$ cat config.mk
export PLATFORM = sky130hd
export DESIGN_NAME = instr_fetch_flat
export DESIGN_NICKNAME = d
export VERILOG_FILES = /design/src/rtl/instr_fetch_if.sv /design/src/rtl/instr_fetch.sv /design/src/flat_wrapper.sv
export SDC_FILE = /design/constraint.sdc
export NUM_CORES = 1
export LEC_CHECK = 0
export BUFFER_PORTS_ARGS = -buffer_cell sky130_fd_sc_hd__buf_2
export CORE_ASPECT_RATIO = 0.7
export CORE_UTILIZATION = 41
export DETAILED_ROUTE_END_ITERATION = 10
export PLACE_DENSITY = 0.81
export SETUP_SLACK_MARGIN = 0.3
export SYNTH_ARGS = -nofsm -noshare
export SYNTH_HDL_FRONTEND = slang
export SYNTH_SLANG_ARGS = --single-unit
$ cat constraint.sdc
create_clock -name clk -period 2.12 [get_ports clk]
set_clock_uncertainty 0.05 [all_clocks]
set_input_delay 0.106 -clock clk [delete_from_list [all_inputs] [get_ports clk]]
set_output_delay 0.106 -clock clk [all_outputs]
set_load 0.1 [all_outputs]
$ cat src/rtl/instr_fetch_if.sv
// Fetch-stage bus: instruction memory address/data, decoder-side stall/redirect,
// and the IF/ID register contents handed to the decoder.
interface instr_fetch_if #(
    parameter int ADDR_W = 22,
    parameter int DATA_W = 32,
    parameter int CNT_W  = 16
);
    logic [ADDR_W-1:0] memAddr;
    logic [DATA_W-1:0] memData;
    logic              stall;
    logic              redirect;
    logic [ADDR_W-1:0] redirectAddr;
    logic [DATA_W-1:0] instrOut;
    logic [ADDR_W-1:0] pcOut;
    logic              validOut;
    logic              halted;
    logic [CNT_W-1:0]  fetchCount;

    // Fetch stage side.
    modport master (
        output memAddr, instrOut, pcOut, validOut, halted, fetchCount,
        input  memData, stall, redirect, redirectAddr
    );

    // Memory/decoder side.
    modport slave (
        input  memAddr, instrOut, pcOut, validOut, halted, fetchCount,
        output memData, stall, redirect, redirectAddr
    );
endinterface

$ cat src/rtl/instr_fetch.sv
// Instruction fetch stage: owns the PC, reads instrMem combinationally and
// registers the fetched word/PC into IF/ID with stall, redirect and halt support.
module instr_fetch #(
    parameter int                ADDR_W    = 22,
    parameter int                DATA_W    = 32,
    parameter logic [ADDR_W-1:0] RESET_PC  = '0,
    parameter logic [DATA_W-1:0] HALT_WORD = 32'hFFFF_FFFF,
    parameter int                CNT_W     = 16
) (
    input  logic                clk,
    input  logic                reset,
    instr_fetch_if.master       bus,
    output logic [1:0]          state_dbg
);

    typedef enum logic [1:0] {IDLE = 2'd0, RUN = 2'd1, HALTED = 2'd2} state_t;

    state_t             state_q, state_d;
    logic [ADDR_W-1:0]  pc_q, pc_d;
    logic [DATA_W-1:0]  instr_q, instr_d;
    logic [ADDR_W-1:0]  pcout_q, pcout_d;
    logic               valid_q, valid_d;
    logic               halted_q, halted_d;
    logic [CNT_W-1:0]   cnt_q, cnt_d;

    // Handshake: validOut marks a live IF/ID entry; while stall=1 the decoder
    // has not taken it, so IF/ID and PC hold. A cycle with validOut=1 and
    // stall=0 consumes the entry. redirect overrides stall and kills the entry.
    always_comb begin
        state_d  = state_q;
        pc_d     = pc_q;
        instr_d  = instr_q;
        pcout_d  = pcout_q;
        valid_d  = valid_q;
        halted_d = halted_q;
        cnt_d    = cnt_q;
        case (state_q)
            IDLE: begin
                state_d = RUN;
                if (bus.redirect) pc_d = bus.redirectAddr;
            end
            RUN: begin
                if (bus.redirect) begin
                    pc_d    = bus.redirectAddr;
                    valid_d = 1'b0;
                end else if (!bus.stall) begin
                    instr_d = bus.memData;
                    pcout_d = pc_q;
                    valid_d = 1'b1;
                    if (cnt_q != {CNT_W{1'b1}}) cnt_d = cnt_q + CNT_W'(1);
                    if (bus.memData == HALT_WORD) begin
                        state_d  = HALTED;
                        halted_d = 1'b1;
                    end else begin
                        pc_d = pc_q + ADDR_W'(1);
                    end
                end
            end
            HALTED: begin
                if (bus.redirect) begin
                    pc_d     = bus.redirectAddr;
                    valid_d  = 1'b0;
                    halted_d = 1'b0;
                    state_d  = RUN;
                end else if (!bus.stall) begin
                    valid_d = 1'b0;
                end
            end
            default: state_d = IDLE;
        endcase
    end

    always_ff @(posedge clk or negedge reset) begin
        if (!reset) begin
            state_q  <= IDLE;
            pc_q     <= RESET_PC;
            instr_q  <= '0;
            pcout_q  <= '0;
            valid_q  <= 1'b0;
            halted_q <= 1'b0;
            cnt_q    <= '0;
        end else begin
            state_q  <= state_d;
            pc_q     <= pc_d;
            instr_q  <= instr_d;
            pcout_q  <= pcout_d;
            valid_q  <= valid_d;
            halted_q <= halted_d;
            cnt_q    <= cnt_d;
        end
    end

    assign bus.memAddr    = pc_q;
    assign bus.instrOut   = instr_q;
    assign bus.pcOut      = pcout_q;
    assign bus.validOut   = valid_q;
    assign bus.halted     = halted_q;
    assign bus.fetchCount = cnt_q;
    assign state_dbg      = state_q;

endmodule

$ cat src/flat_wrapper.sv
// flat-port wrapper written by rule: the top's interface ports become plain ports
module instr_fetch_flat 
#(
    parameter int                ADDR_W    = 22,
    parameter int                DATA_W    = 32,
    parameter logic [ADDR_W-1:0] RESET_PC  = '0,
    parameter logic [DATA_W-1:0] HALT_WORD = 32'hFFFF_FFFF,
    parameter int                CNT_W     = 16
)
  (clk, reset, state_dbg, bus_memAddr, bus_instrOut, bus_pcOut, bus_validOut, bus_halted, bus_fetchCount, bus_memData, bus_stall, bus_redirect, bus_redirectAddr);
  instr_fetch_if #(.ADDR_W(ADDR_W), .DATA_W(DATA_W), .CNT_W(CNT_W)) bus_i ();
  input  logic clk;
  input  logic reset;
  output logic [1:0] state_dbg;
  output wire logic [$bits(bus_i.memAddr)-1:0] bus_memAddr;
  output wire logic [$bits(bus_i.instrOut)-1:0] bus_instrOut;
  output wire logic [$bits(bus_i.pcOut)-1:0] bus_pcOut;
  output wire logic [$bits(bus_i.validOut)-1:0] bus_validOut;
  output wire logic [$bits(bus_i.halted)-1:0] bus_halted;
  output wire logic [$bits(bus_i.fetchCount)-1:0] bus_fetchCount;
  input wire logic [$bits(bus_i.memData)-1:0] bus_memData;
  input wire logic [$bits(bus_i.stall)-1:0] bus_stall;
  input wire logic [$bits(bus_i.redirect)-1:0] bus_redirect;
  input wire logic [$bits(bus_i.redirectAddr)-1:0] bus_redirectAddr;
  assign bus_memAddr = bus_i.memAddr;
  assign bus_instrOut = bus_i.instrOut;
  assign bus_pcOut = bus_i.pcOut;
  assign bus_validOut = bus_i.validOut;
  assign bus_halted = bus_i.halted;
  assign bus_fetchCount = bus_i.fetchCount;
  assign bus_i.memData = bus_memData;
  assign bus_i.stall = bus_stall;
  assign bus_i.redirect = bus_redirect;
  assign bus_i.redirectAddr = bus_redirectAddr;
  instr_fetch #(.ADDR_W(ADDR_W), .DATA_W(DATA_W), .RESET_PC(RESET_PC), .HALT_WORD(HALT_WORD), .CNT_W(CNT_W)) u_core (.clk(clk), .reset(reset), .bus(bus_i), .state_dbg(state_dbg));
endmodule
---- After elaboration in Yosys (flattened, before gate mapping) ----
Index checks and enable logic that the tools add are counted.
storage, ports and cells
  flip-flop bits (word level) ............. 96
  input bits .............................. 58
  output and inout port bits .............. 96
  logic and storage cells ................. 53
cells by class
  add/subtract/negate cells ............... 2
  eq/ne operators ......................... 12
  mux-type cells .......................... 20
  bitwise logic cells ..................... 2
  reductions and logical operators ........ 10
operators with widths
  operator                                                count
  two-way mux 22 bit                                      4
  one-hot mux 22 bit (2 select lines)                     1
  == test 32 bit (second input constant)                  1
  adder 22 x 1 -> 22 bit (second input constant)          1
  adder 16 x 1 -> 16 bit (second input constant)          1
  inequality test 16 bit (second input constant)          1
  AND reduction 4 bit                                     3
  inequality test 3 bit (second input constant)           3
  two-way mux 1 bit                                       8
  two-way mux 2 bit                                       4
  inequality test 2 bit (second input constant)           3
  one-hot mux 2 bit (3 select lines)                      1
  AND reduction 3 bit                                     2
  AND reduction 5 bit                                     1
  inequality test 2 x 1 -> 1 bit (second input constant)  2
  one-hot mux 1 bit (2 select lines)                      2
  nonzero test 2 bit                                      2
  == test 2 x 1 -> 1 bit (second input constant)          1
  == test 2 bit (second input constant)                   1
  logical NOT 2 bit                                       1
  NOT 1 bit                                               2
  OR reduction 2 bit                                      1

---- Logic depth before layout (Yosys ltp) ----
  depth after elaboration ................. 5
  mapped depth ............................ 9
  mapped depth without buffers ............ 7

---- Worst setup path after synthesis ----
OpenSTA, ideal clock, no wires.
  path type ............................... register to register
  start point ............................. register u_core.state_q[0], in the netlist u_core.state_dbg[0]
  end point ............................... register u_core.pc_q[10], in the netlist u_core.bus.memAddr[10]
  library setup time ...................... 0.122 ns
  arrival time ............................ 2.761 ns
  required time ........................... 1.948 ns
  setup slack ............................. -0.812 ns
  stages on the path, launching flop included .. 9
  path buffers ............................ 1
  period minus slack after synthesis ...... 2.932 ns
  cells stage by stage .................... dfrtp_1 inv_1 ha_1 or2_2 a211o_1 a31oi_4 buf_4 nand3_1 a32o_1
between the ends
  longest elaborated chain between the ends .. 4
  elaborated cells between the ends (all ways) .. 10
  classes of those cells .................. eq/ne: 5; mux: 1; reduce/logical: 4
RTL lines
  element                                                                         line               text
  start: declaration                                                              instr_fetch.sv:18  state_t state_q, state_d;
  start signal: assignment                                                        instr_fetch.sv:83  state_q <= state_d;
  == test 2 bit or logical NOT 2 bit (tied branches)                              instr_fetch.sv:37  case (state_q)
  OR reduction 2 bit (no line)                                                    -
  inequality test 2 x 1 -> 1 bit (no line) or nonzero test 2 bit (tied branches)  -
  AND reduction 4 bit (no line)                                                   -
  end signal: assignment                                                          instr_fetch.sv:84  pc_q <= pc_d;
  end: declaration                                                                instr_fetch.sv:19  logic [ADDR_W-1:0] pc_q, pc_d;
Parallel ways exist; a longest one is shown, timed or not.
A chain may end at the register's enable or synchronous reset.

---- Final worst setup path ----
  start point ............................. register u_core.state_q[1], in the netlist u_core.state_dbg[1]
  end point ............................... register u_core.pc_q[16], in the netlist u_core.bus.memAddr[16]
Same word-level chain as after synthesis.

==> results.md <==
* Outcome: complete, but fails checks
* Failing checks: setup timing
* Clock Tree Root: clkbuf_16
* Synthesis warning total at 0
* Synth area leaders: dfrtp_1, mux2_2, nand2_1
* Sink Count at 96
* Synth cell types at 54
* Avg Cell Area, Syn at 11.5 sq um
* Latest clock arrival within the worst-skew pair at 0.34 ns
* Critical path endpoint: u_core.bus.memAddr[16]$_DFFE_PN0P_
* Top cell type's share of synthesized area at 52.7%
* Clock slew at reported path FFs at 0.07 ns
* Final hold vios at 0
* Layout cells sized above 1 at 56.4%
* Reg-to-Reg End: u_core.bus.memAddr[16]$_DFFE_PN0P_
* Hpwl dp at 9.15 mm
* CTS tree: yes
* Post-DRT Antenna Nets at 0
* Die Ht at 90.3 um
* Final worst slack at -0.0104 ns
* Starting DRT DRC Count at 176
* Pre-CTS WS at -0.0219 ns
* Worst r2r src: u_core.state_dbg[1]$_DFFE_PN0P_
* Initial core utilization at 43.1%
* Sequential share of the synthesized area at 52.7%
* Grt ovf at 0
* CP max stage delay at 0.52 ns
* Area grow syn2layout at 58.1%
* Detailed Route WL at 14.7 mm
* Top FF cell, synth: dfrtp_1
* Min-Delay Path Class: input port to flip-flop
* Pin count of the biggest net entering global routing at 55
* IO Port Bufs at 153
* Die area at 11600 sq um
* Layout Nets at 688
* Max clock buf depth at 2
* Ant diodes at 0
* Setup TNS at -0.0297 ns
* Synth top cells by count: dfrtp_1, mux2_2, nand2_1, nand3_1, nor2_1
* CP Data Arrival Time at 2.30 ns
* CP max stage cell: dfrtp_4
* Crit path kind: flip-flop to flip-flop
* Core area at 10600 sq um
* Overall die width at 128 um
* Period Utilization, post-route at 100%
* Min-delay src: bus_redirectAddr[17]
* RSZ-0062 raised after global routing: yes
* Tmin final at 2.13 ns
* I/O pins at 154
* Crit path required time at 2.29 ns
* Rows at 31
* Number of synthesized flops with an enable pin at 0
* Slew headroom at 66.4%
* Vias post-DR at 4301
* First-pass GRT wire length at 22.7 mm
* CTS HTree Levels at 3
* Initial antenna violation count at 0
* Max-slew violation count at 0
* Mapped Nets at 462
* CP Launch Type: flip-flop
* Cells along the critical path: ha_4 > or2_4 > a211o_1 > a31oi_4 > buf_12 > nand4_1 > a32o_1
* GP Congestion at 0.853
* Gate Count Post-Synth at 398
* Synth area leader: dfrtp_1
* FMAX at 0.469 GHz
* Flops & latches, synth at 96
* Critical path origin: u_core.state_dbg[1]$_DFFE_PN0P_
* Hold Worst Slack at 0.0286 ns
* Average routed wire per standard cell at 19.0 um
* Max cap viols at 0
* Worst Tran Pin Value at 0.508 ns
* Post-Syn Area at 4560 sq um
* GRT Total Usage at 25.4%
* Setup violators final at 4
* Flop2flop setup slack at -0.01 ns
* Async set-reset flop share out of synthesis at 100%
* Vias in the first global route at 4246
* Worst r2r path cells at 7
* Post-route DRC violation count at 0
* CTS Buf Count at 9
* DR vias/cell at 5.54
* Max FO, Critical Path at 19
* Pre-Repair DR Iteration Count at 5
* Crit. End Element: flip-flop
* Most frequent cell after synthesis: dfrtp_1
[repair_timing]
| item | in CTS | in global routing |
|---|---|---|
| gates cloned | 5 | 2 |
| hold buffers | 34 | 0 |
| endpoints found under the hold margin | 129 | 0 |
| gates resized for setup | 27 | 21 |
| buffers inserted | 11 | 6 |
| endpoints found under the setup margin | 91 | 92 |
| pin swaps | 12 | 10 |
[layout by cell type (no fill, tap or decap), types with 7 or more instances in the layout]
master,count
buf_2,153
mux2_4,56
buf_6,8
inv_1,7
nor2_1,14
xnor2_1,9
nand2_1,38
dfrtp_2,23
a32o_1,13
dlygate4sd3_1,34
o21ai_0,9
nand3_1,12
dfrtp_4,9
and3_1,8
a21oi_1,7
nand4_1,17
buf_4,27
dfrtp_1,64
clkbuf_16,10
[state kept, by name, indices dropped and copies added, names as in the netlist]
register,count
u_core.bus.memAddr,22
u_core.state_dbg,2
u_core.bus.validOut,1
u_core.bus.instrOut,32
u_core.bus.fetchCount,16
u_core.bus.halted,1
u_core.bus.pcOut,22
[cells by family (layout without fill, tap and decap cells)]
kind of cell             Yosys count  count (layout)  synth area share (%)
AO/OA/AOI/OAI                     63              63                  11.2
XOR/XNOR                          12              12                  2.30
adder cells (fa/ha/maj)            6               6                  1.65
buffers and inverters             30             260                  2.80
flip-flops                        96              96                  52.7
multiplexers                      57              57                  14.0
AND/OR/NAND/NOR                  134             134                  15.4
[metal layers]
layer / up-vias / track usage [%] / share of wire, %
li1: 1935 / - / -
met1: 2101 / 33.7 / 43
met2: 230 / 40.7 / 46
met3: 35 / 6.93 / 9.2
met4: 0 / 7.25 / 2.1
met5: - / 0 / 0
[how the worst min path moves through the flow]
stage / end / slack [ns] / cells past startpoint
after floorplan: u_core.bus.fetchCount[0]$_DFFE_PN0P_ / -0.24 / 0
after global placement: u_core.bus.instrOut[3]$_DFFE_PN0P_ / -0.08 / 1
after detailed placement: u_core.bus.instrOut[5]$_DFFE_PN0P_ / -0.08 / 1
after CTS: u_core.bus.memAddr[17]$_DFFE_PN0P_ / 0.02 / 4
after global routing: u_core.bus.memAddr[17]$_DFFE_PN0P_ / 0.04 / 4
final: u_core.bus.memAddr[17]$_DFFE_PN0P_ / 0.03 / 4
[stage by stage]
stage	instances	utilization (%)	instance area, sq um
3_5_place_dp	703	56.9	6030
6_report	776	68.1	7210
5_1_grt	776	68.1	7210
4_1_cts	768	66.5	7040
3_3_place_gp	703	56.9	6030
2_1_floorplan	398	-	5000
[critical path, delay by kind of cell (launching register included)]
kind	cells	cell delay (ns)
AO/OA/AOI/OAI	3	0.73
adder cells (fa/ha/maj)	1	0.18
buffers and inverters	1	0.17
flip-flops	1	0.52
AND/OR/NAND/NOR	2	0.36
[area by class of cell]
cell class	count	area, sq um
timing repair buffer	234	1690
sequential	96	2460
multi-input combinational	272	2480
fill	739	3370
clock inverter	5	104
inverter	11	51.3
tap	148	185
clock buffer	10	239
Power is left out: the tool's default activity adds up to more than one toggle a clock period on the data nets, which glitch-free logic cannot reach.
